<file path="src/rtl/bram_dut_sequencer.sv">
// Purpose: sequences start/enable/settle/check runs on the cascaded-BRAM power-test array and gathers results.
// Latency: every output is a register of the next-state decode; one run spans 1+RUN_CYCLES+SETTLE_CYCLES+1 cycles.
// Backpressure: none; go is accepted only in IDLE, and abort (any non-IDLE state) returns to IDLE on the next edge.
//
// Ports:
//   clk, rst       clock and asynchronous active-high reset
//   go             start request, level-sampled in IDLE
//   abort          stop the sequence from any non-IDLE state
//   pass_i         per-instance pass flags, sampled only in CHECK
//   dut_start      one-cycle start pulse to the array
//   dut_enable     activity enable, high for 1+RUN_CYCLES cycles per run
//   busy           high in every state except IDLE
//   done           one-cycle pulse on normal completion
//   all_pass       last completed sequence saw no failures
//   fail_mask      sticky OR of ~pass_i over all CHECK samples
//   run_count      completed runs, saturating
module bram_dut_sequencer #(
  parameter int NUM           = 40,
  parameter int RUN_CYCLES    = 1024,
  parameter int SETTLE_CYCLES = 16,
  parameter int NUM_RUNS      = 4,
  parameter int CNT_W         = 16
) (
  input  logic             clk,
  input  logic             rst,
  input  logic             go,
  input  logic             abort,
  input  logic [NUM-1:0]   pass_i,
  output logic             dut_start,
  output logic             dut_enable,
  output logic             busy,
  output logic             done,
  output logic             all_pass,
  output logic [NUM-1:0]   fail_mask,
  output logic [CNT_W-1:0] run_count
);

  localparam int MAX_CYC = (RUN_CYCLES > SETTLE_CYCLES) ? RUN_CYCLES : SETTLE_CYCLES;
  localparam int TW      = $clog2(MAX_CYC) + 1;

  localparam logic [TW-1:0]    RUN_LOAD    = TW'(RUN_CYCLES - 1);
  localparam logic [TW-1:0]    SETTLE_LOAD = TW'(SETTLE_CYCLES - 1);
  localparam logic [CNT_W-1:0] CNT_MAX     = {CNT_W{1'b1}};
  localparam logic [CNT_W-1:0] RUNS_TGT    = CNT_W'(NUM_RUNS);

  typedef enum logic [2:0] {
    S_IDLE,
    S_START,
    S_RUN,
    S_SETTLE,
    S_CHECK,
    S_DONE
  } state_t;

  state_t           state, state_nxt;
  logic [TW-1:0]    timer, timer_nxt;
  logic [NUM-1:0]   fail_mask_nxt;
  logic [CNT_W-1:0] run_count_nxt;
  logic             all_pass_nxt;

  always_comb begin
    state_nxt     = state;
    timer_nxt     = timer;
    fail_mask_nxt = fail_mask;
    run_count_nxt = run_count;
    all_pass_nxt  = all_pass;

    // abort wins over every other transition; results collected so far are kept
    if (state != S_IDLE && abort) begin
      state_nxt    = S_IDLE;
      all_pass_nxt = 1'b0;
    end else begin
      case (state)
        S_IDLE: begin
          if (go) begin
            fail_mask_nxt = '0;
            run_count_nxt = '0;
            all_pass_nxt  = 1'b0;
            state_nxt     = S_START;
          end
        end
        S_START: begin
          timer_nxt = RUN_LOAD;
          state_nxt = S_RUN;
        end
        S_RUN: begin
          if (timer == '0) begin
            timer_nxt = SETTLE_LOAD;
            state_nxt = S_SETTLE;
          end else begin
            timer_nxt = timer - 1'b1;
          end
        end
        S_SETTLE: begin
          if (timer == '0) begin
            state_nxt = S_CHECK;
          end else begin
            timer_nxt = timer - 1'b1;
          end
        end
        S_CHECK: begin
          fail_mask_nxt = fail_mask | ~pass_i;
          if (run_count != CNT_MAX) begin
            run_count_nxt = run_count + 1'b1;
          end
          if (NUM_RUNS != 0 && run_count_nxt == RUNS_TGT) begin
            // verdict registered on entry to DONE so it is valid alongside the done pulse
            all_pass_nxt = (fail_mask_nxt == '0);
            state_nxt    = S_DONE;
          end else begin
            state_nxt = S_START;
          end
        end
        S_DONE: begin
          state_nxt = S_IDLE;
        end
        default: begin
          state_nxt = S_IDLE;
        end
      endcase
    end
  end

  always_ff @(posedge clk or posedge rst) begin
    if (rst) begin
      state      <= S_IDLE;
      timer      <= '0;
      fail_mask  <= '0;
      run_count  <= '0;
      all_pass   <= 1'b0;
      dut_start  <= 1'b0;
      dut_enable <= 1'b0;
      busy       <= 1'b0;
      done       <= 1'b0;
    end else begin
      state      <= state_nxt;
      timer      <= timer_nxt;
      fail_mask  <= fail_mask_nxt;
      run_count  <= run_count_nxt;
      all_pass   <= all_pass_nxt;
      dut_start  <= (state_nxt == S_START);
      dut_enable <= (state_nxt == S_START) || (state_nxt == S_RUN);
      busy       <= (state_nxt != S_IDLE);
      done       <= (state_nxt == S_DONE);
    end
  end

endmodule

</file>
<file path="config.mk">
export PLATFORM = sky130hd
export DESIGN_NAME = bram_dut_sequencer
export DESIGN_NICKNAME = d
export VERILOG_FILES = /design/src/rtl/bram_dut_sequencer.sv
export SDC_FILE = /design/constraint.sdc
export NUM_CORES = 1
export LEC_CHECK = 0
export ABC_AREA = 1
export CAP_MARGIN = 0
export CORE_UTILIZATION = 50
export DETAILED_ROUTE_END_ITERATION = 8
export PLACE_DENSITY_LB_ADDON = 0.3
export SLEW_MARGIN = 20
export SYNTH_ARGS = -nofsm -noshare
export SYNTH_HDL_FRONTEND = slang
export SYNTH_SLANG_ARGS = --single-unit
</file>
<file path="constraint.sdc">
create_clock -name clk -period 4.2 [get_ports clk]
set_clock_uncertainty 0.15 [all_clocks]
set_input_delay 1.26 -clock clk [delete_from_list [all_inputs] [get_ports clk]]
set_output_delay 1.26 -clock clk [all_outputs]
set_load 0.02 [all_outputs]
</file>
# [After elaboration in Yosys (flattened, before gate mapping)]
# Cells that the tools add are included.
[totals] reg_bits=75 elab_cells=60 output_inout_bits=61
[op_classes] bitwise=3 n_eq_ne=13 mux=20 addsub=2 reduce_logical=13
[ops] op="one-hot mux 40 bit (2 select lines)" count=1
[ops] op="two-way mux 16 bit" count=4
[ops] op="zero test 40 bit" count=1
[ops] op="two-way mux 40 bit" count=1
[ops] op="inverter 40 bit" count=1
[ops] op="OR 40 bit" count=1
[ops] op="one-hot mux 11 bit (3 select lines)" count=1
[ops] op="one-hot mux 16 bit (2 select lines)" count=1
[ops] op="two-way mux 11 bit" count=2
[ops] op="adder 16 x 1 -> 16 bit, second input constant" count=1
[ops] op="== test 16 x 3 -> 1 bit, second input constant" count=1
[ops] op="inequality test 16 bit, second input constant" count=1
[ops] op="two-way mux 3 bit" count=5
[ops] op="one-hot mux 3 bit (5 select lines)" count=1
[ops] op="nonzero test 3 bit" count=4
[ops] op="zero test 11 bit" count=1
[ops] op="subtractor 11 x 1 -> 11 bit, second input constant" count=1
[ops] op="== test 3 x 2 -> 1 bit, second input constant" count=3
[ops] op="AND reduction 3 bit" count=3
[ops] op="== test 3 x 1 -> 1 bit, second input constant" count=2
[ops] op="== test 3 bit, second input constant" count=2
[ops] op="inequality test 3 bit, second input constant" count=2
[ops] op="inequality test 2 bit, second input constant" count=2
[ops] op="zero test 3 bit" count=1
[ops] op="6 further kinds" count=8

# [Depth between registers and ports, before layout]
[logic_depth] word_depth=10 mapped_depth=16 mapped_depth_nobuf=15

# [Worst setup path after synthesis]
# Ideal clock, no wire load.
[synth_path] path_type="input-to-reg" start="in abort" end="reg timer[2]" slack_ns=1.916 arrival_time_ns=2.010 path_stages=7 t_required_ns=3.925 path_cell_list="nor3_1 > nand2_1 > inv_1 > buf_2 > nand2_1 > nand2_1 > nand3_1"
[synth_between] elab_chain_len=3
[synth_lines] element="from (decl)" line_no="27" source="input logic abort,"
[synth_lines] element="logical AND 1 bit" line_no="69" source="if (state != S_IDLE && abort) begin"
[synth_lines] element="inverter 1 bit (no line)"
[synth_lines] element="AND reduction 3 bit (no line)"
[synth_lines] element="to (signal assigned)" line_no="137" source="timer <= timer_nxt;"
[synth_lines] element="to (decl)" line_no="56" source="logic [TW-1:0] timer, timer_nxt;"
# Every way passes these cells.
# A chain may end at the register's enable or synchronous reset.

# [Final worst setup path]
[layout_path] start="reg run_count[2]" end="out run_count[2]"
[layout_rtl] element="from (decl)" line_no="35" source="output logic [CNT_W-1:0] run_count"
[layout_rtl] element="from (signal assigned)" line_no="139" source="run_count <= run_count_nxt;"
# No word-level cell between the ends.

==> results.json <==
{
  "max_cap_viol_count": 0,
  "port_buffers": 104,
  "first_pass_iters": 5,
  "numCtsBuffers": 9,
  "ctsHoldBuffers": 0,
  "grt_usage_pct": 25.53,
  "path_clk_slew_ns": 0.08,
  "die_w_um": 91.29,
  "drt_iter0_drc": 169,
  "yosysWarnings": 0,
  "cts_sinks": 75,
  "place_congestion": 0.8816,
  "syn_area_um2": 3986,
  "worstMarginPinSlew_ns": 0.4192,
  "critical_path_class": "reg2out",
  "yosysTopAreaCellShare_pct": 47.08,
  "htreeDepth": 3,
  "yosys_register_bits": 75,
  "worst_skew_pair.late_latency_ns": 0.35,
  "synth_edf_count": 0,
  "syn_avg_cell_area_um2": 7.261,
  "post_cts_buffers": 0,
  "grt_pass1_wl_um": 17040,
  "syn_inst": 549,
  "layout_setup_ws_ns": 1.242,
  "hold_viol": 0,
  "multi_input_area_um2": 1704,
  "critPathLaunch": "run_count[2]",
  "yosysMostFrequentCell": "nand2_1",
  "antenna_cells": 0,
  "dp_cells": 747,
  "r2r_slack_ns": 1.75,
  "num_vias": 3931,
  "min_path_cells": 2,
  "timing_max_transition_violations_final": 0,
  "areaGrowthSynthToFinish_pct": 34.68,
  "final_cell_count_no_fill": 761,
  "rows": 32,
  "cp_top_family": "buffers and inverters",
  "wl_per_cell_um": 13.19,
  "crit_path_end_kind": "output pin",
  "relSlewSlack_pct": 72.05,
  "rr_worst_depth": 11,
  "via_per_inst": 5.166,
  "path_max_fanout": 8,
  "clock.fmax_mhz": 338.1,
  "die_area_um2": 8334,
  "antenna_found_initial": 0,
  "seqCellArea_um2": 1877,
  "start_kind": "register",
  "r2r_start": "run_count[1]",
  "ys_top_cells_by_count": "nand2_1 (131), inv_1 (91), dfrtp_1 (75)",
  "status": "finished, final reports clean",
  "rsz0062_at_grt": "false",
  "worstHoldStart": "all_pass",
  "cp.required_ns": 2.79,
  "core_um2": 7727,
  "nets": 703,
  "dp_hpwl_um": 7329,
  "power.density_nw_per_um2": 333.1,
  "tns_ns": 0,
  "die_height_um": 91.29,
  "synth_cell_types": 29,
  "drc_errors": 0,
  "grt_pass1_vias": 3729,
  "synth_top_cell_by_area": "dfrtp_1",
  "grt_overflow": 0,
  "min_path_type": "reg2reg",
  "cts_buffer_depth": 2,
  "post-route-period-util_pct": 70.43,
  "max_stage_delay_ns": 0.67,
  "cts_tree": "done",
  "yosysSeqAreaShare_pct": 47.08,
  "routed_wl_um": 10040,
  "grt_max_degree": 76,
  "synthTopCellsByArea": "dfrtp_1 (47%), nand2_1 (12%), inv_1 (8.6%), nor2_1 (6.9%), a21oi_1 (5.6%)",
  "min_period_ns": 2.958,
  "postCtsResizedCells": 0,
  "path_cells": "clkdlybuf4s50_1",
  "synth_nets": 596,
  "cpMaxStageDelayCell": "clkdlybuf4s50_1",
  "arrival_ns": 1.55,
  "cts_root_buf": "clkbuf_8",
  "async_flop_share_pct": 100.0,
  "drive_above_1_share_pct": 5.615,
  "p_total_w": 0.001788,
  "crit_buf_inv": 1,
  "ir_drop_v": 0.0001923,
  "synthFlopType": "dfrtp_1",
  "nFillCells": 624,
  "antenna_left": 0,
  "finalSetupViolations": 0,
  "timing.rr.end": "dut_enable",
  "start_util_pct": 51.59,
  "ios": 105,
  "place_ws_ns": 1.056,
  "holdPathEnd": "all_pass",
  "leakage_nw": 2.490
}
layout make-up:
| class | count | area share [%] |
|---|---|---|
| clock buffers | 9 | 2.307 |
| clock inverters | 5 | 1.934 |
| inverters | 93 | 6.502 |
| multi-input cells | 369 | 31.74 |
| flip-flops and latches | 75 | 34.96 |
| well taps | 102 | 2.377 |
| repair buffers | 108 | 20.18 |
cell usage in the layout, fill, tap and decap left out, types with 2 or more instances in the layout:
master	synthesis	final
inv_1	91	90
a22o_1	2	2
a21oi_1	45	45
buf_4	0	3
nor2_1	73	73
ha_1	3	3
o21ai_0	32	32
dfrtp_1	75	75
nand2_2	6	6
o22ai_1	2	2
nand4_1	18	18
bufinv_16	0	3
xor2_1	4	4
nor3_1	4	4
nor2_2	6	6
nor4_1	2	2
inv_2	2	3
clkdlybuf4s50_1	0	104
o21ai_1	3	3
clkbuf_8	0	9
nand2_1	131	131
nand3_1	31	31
cells by family after synthesis:
| group | Yosys count | share of synthesized area [%] |
|---|---|---|
| XOR/XNOR | 4 | 0.8788 |
| AND/OR/NAND/NOR | 276 | 29.76 |
| AO/OA/AOI/OAI | 86 | 11.17 |
| flip-flops | 75 | 47.08 |
| adder cells (fa/ha/maj) | 3 | 0.9417 |
| buffers and inverters | 105 | 10.17 |
registers in the layout, summed over array words and instances, names as in the netlist:
register / flops
done: 1
run_count: 16
dut_enable: 1
all_pass: 1
busy: 1
timer: 11
state: 3
dut_start: 1
fail_mask: 40
how the worst max path moves through the flow:
stage	depth (start not counted)	to	slack (ns)
3_5_place_dp	7	dut_enable	1.06
2_1_floorplan	1	all_pass	0.88
3_3_place_gp	7	dut_enable	1.17
5_1_grt	1	run_count[2]	1.22
4_1_cts	1	run_count[2]	1.25
6_report	1	run_count[2]	1.24
metrics by stage:
| stage | util [%] | area (um2) | hold slack (ns) |
|---|---|---|---|
| after floorplan | - | 3986 | 0.3230 |
| after global placement | 66.53 | 5141 | 0.3116 |
| after detailed placement | 66.53 | 5141 | 0.3164 |
| after CTS | 69.48 | 5369 | 0.3354 |
| after global routing | 69.48 | 5369 | 0.3727 |
| final | 69.48 | 5369 | 0.3285 |
layer usage:
metal  vias up  global-route usage (%)  share of wire, %
li1       1945                       -                 -
met1      1813                   32.52                43
met2       158                   42.74                48
met3        15                   5.946               7.8
met4         0                   8.730               1.6
met5         -                       0                 0
where the power goes:
part / internal [W] / switching, W / total, W
Clock: 0.000388 / 0.000263 / 0.000651
Sequential: 0.000767 / 0.0000301 / 0.000797
Combinational: 0.000121 / 0.000218 / 0.000340
Power figures use the tool's default switching activity.
